===== config.mk =====
export PLATFORM = sky130hd
export DESIGN_NAME = mux16to1
export DESIGN_NICKNAME = d
export VERILOG_FILES = /design/src/rtl/mux16to1.sv
export SDC_FILE = /design/constraint.sdc
export NUM_CORES = 1
export LEC_CHECK = 0
export ABC_AREA = 1
export ABC_CLOCK_PERIOD_IN_PS = 1500
export CAP_MARGIN = 5
export CORE_AREA = 3 3 40 42
export DETAILED_ROUTE_END_ITERATION = 6
export DIE_AREA = 0 0 43 45
export PLACE_DENSITY = 0.71
export SETUP_SLACK_MARGIN = 0.4
export SLEW_MARGIN = 30
export SYNTH_ARGS = -nofsm -noshare
export SYNTH_HDL_FRONTEND = slang
export SYNTH_SLANG_ARGS = --single-unit

===== constraint.sdc =====
create_clock -name clk -period 1.5 [get_ports clk]
set_clock_uncertainty 0.1 [all_clocks]
set_input_delay 0.225 -clock clk [delete_from_list [all_inputs] [get_ports clk]]
set_output_delay 0.225 -clock clk [all_outputs]
set_load 0.02 [all_outputs]

===== src/rtl/mux16to1.sv =====
// rtl/mux16to1.sv - 16:1 bit mux with a registered output stage
// Optional register-stage freeze port enabled by MUX16TO1_HOLD_EN.
module mux16to1 (
    input  logic        clk,
    input  logic        rst,
`ifdef MUX16TO1_HOLD_EN
    input  logic        hold,
`endif
    input  logic [15:0] in,
    input  logic [3:0]  sel,
    output logic        out,
    output logic        out_q,
    output logic [3:0]  sel_q,
    output logic        out_vld
);

    logic       load_en;
    logic       out_d;
    logic [3:0] sel_d;
    logic       vld_d;

    // Full binary decode; out never depends on clk or rst.
    assign out = in[sel];

`ifdef MUX16TO1_HOLD_EN
    assign load_en = ~hold;
`else
    assign load_en = 1'b1;
`endif

    always_comb begin
        out_d = out_q;
        sel_d = sel_q;
        vld_d = out_vld;
        if (rst) begin
            out_d = 1'b0;
            sel_d = 4'h0;
            vld_d = 1'b0;
        end else if (load_en) begin
            out_d = out;
            sel_d = sel;
            vld_d = 1'b1;
        end
    end

    always_ff @(posedge clk) begin
        out_q   <= out_d;
        sel_q   <= sel_d;
        out_vld <= vld_d;
    end

endmodule


==> flow_summary.yaml <==
pwr:
  p_per_area_nw_per_um2: 622
  ir_worst_vdd_mv: 0.225
  total_power_mw: 0.501
  leakagePower_nw: 0.464
sta:
  finalCritPeriodShare_pct: 93.0
  slew-limit-headroom_pct: 84.6
  drv_slew: 0
  rsz0062_at_grt: "yes"
  setup_slack_ns: 0.104
  hold_viol: 0
  fmax_mhz: 717
  period_minus_slack_ns: 1.40
  finalSetupViolations: 0
  worst_pin_slew_ns: 0.230
clock_network:
  htree_levels: 1
  cts_buffers: 3
  cts_max_path_buffers: 2
  clock-sinks: 6
  cts_root_buffer: "clkbuf_4"
  clk_pin_slew_ns: 0.04
  cts_tree: "yes"
job:
  drv_cap: 0
finish:
  instances_no_fill: 119
  nets: 128
  syn2layout_area_growth_pct: 108
  nFillCells: 145
  layout_common_cells: "18 x dlygate4sd2_1, 15 x nand2_1, 11 x inv_1, 10 x buf_4"
  layout-drive-gt1-share_pct: 46.2
  antenna_cells: 0
  final_util_pct: 62.7
  final_common_cell: "dlygate4sd2_1"
critical_path:
  slowest_stage: "buf_6"
  cp_cell_sequence: "buf_6 -> buf_6 -> buf_6 -> nand2_2 -> nand2_1 -> nand2_2 -> nand3_2 -> nand3_2 -> nand2_4 -> buf_6"
  endpoint_kind: "primary output"
  max_stage_delay_ns: 0.12
  cp_data_arrival_time_ns: 1.07
  worst_ep_required_time_ns: 1.17
  worst-setup-path-type: "input pin to primary output"
  crit_path_frequent_cell: "buf_6"
  critPathLaunchType: "input pin"
  cp_max_fo: 4
synth:
  yosys_warnings: 0
  synth_area_um2: 388
  ys_seq_area_share_pct: 31.0
  ys_ff_latch: 6
  synth_cells: 60
  synth_cell_type_count: 10
  syn_nets: 82
  syn_avg_cell_area_um2: 6.46
run_status:
  status: "complete, no violations"
floorplan:
  die_width_um: 43
  ios: 29
  die-area_um2: 1940
  die_h_um: 45
  initial_core_util_pct: 30.2
  core.rowCount: 13
  coreArea_um2: 1280
drt:
  wl_mm: 1.15
  vias: 519
  wl_per_cell_um: 9.66
  drtPass1Iterations: 4
  via_per_inst: 4.36
  drt_iter0_markers: 7
  antenna_left: 0
  route.detailed.drc: 0
hold_path:
  worstHoldPathCells: 4
  min_path_type: "input pin to flip-flop"
place:
  post-place-ws_ns: -0.723
  dp.cells: 109
  place_congestion: 0.847
  dp_hpwl_um: 792
  io_buffers: 28
global_route:
  grt_pass1_vias: 481
  grt_max_degree: 7
  grt_overflow_total: 0
  grt_usage_pct: 13.2
  antenna_found_initial: 0
  grt_pass1_wl_mm: 1.93
-- per-stage QoR --
stage          area (µm²)  TNS [ns]  hold WS, ns
2_1_floorplan         395         0        0.182
5_1_grt               806         0        0.432
4_1_cts               793         0        0.390
6_report              806         0        0.392
3_5_place_dp          736    -0.882        0.781
3_3_place_gp          736    -0.856        0.765
-- registers in the layout, indices dropped and copies added (netlist names) --
name / cells
sel_q: 4
out_q: 1
out_vld: 1
-- Yosys cell counts --
| cell | instances | share of area [%] |
|---|---|---|
| nand3_2 | 5 | 13 |
| inv_8 | 1 | 2.9 |
| a21oi_2 | 1 | 2.3 |
| dfxtp_1 | 6 | 31 |
| nand2_2 | 3 | 4.8 |
| nor2_1 | 4 | 3.9 |
| buf_6 | 1 | 2.9 |
| nand3_1 | 5 | 6.5 |
| nand2_1 | 22 | 21 |
| inv_1 | 12 | 12 |
-- critical path: cells and delay by family --
| kind | cells | cell delay [ns] |
|---|---|---|
| AND/OR/NAND/NOR | 6 | 0.39 |
| buffers and inverters | 4 | 0.45 |
-- power breakdown --
group	switching [mW]	leakage, nW	internal, mW
clock network	0.0522	0.0138	0.0901
logic	0.0888	0.400	0.0987
registers	0.00167	0.0501	0.170
total	0.143	0.464	0.358
-- final timing paths --
kind / startpoint / endpoint / slack, ns
setup / recovery: sel[0] / out / 0.10
hold / removal: sel[3] / sel_q[3]$_SDFF_PP0_ / 0.39
-- routing by layer --
metal | track usage (%) | share of wire, %
met4 | 10.2 | 1.8
met3 | 2.39 | 11
met2 | 23.4 | 52
met5 | 0 | 0
met1 | 14.0 | 35
-- final cells by class --
cell class	count	area [µm²]	area share [%]
flip-flops and latches	6	120	14.9
well taps	15	18.8	2.33
clock buffers	3	22.5	2.80
inverters	13	56.3	6.99
multi-input cells	40	243	30.1
repair buffers	42	345	42.9
-- cells by family (layout without fill, tap and decap cells) --
kind of cell,count (synthesis),count (layout),share of synthesized area (%)
buffers and inverters,14,58,17.4
and+or+nand+nor,39,39,49.4
DFF,6,6,31.0
AOI/OAI and AO/OA,1,1,2.26
-- timing repair --
item,in CTS,in global routing
hold buffers,0,0
pin swaps,22,6
resized for setup,70,2
setup endpoints to repair,8,2
setup buffers,5,1
cloned,1,0
(Power assumes the default switching activity.)
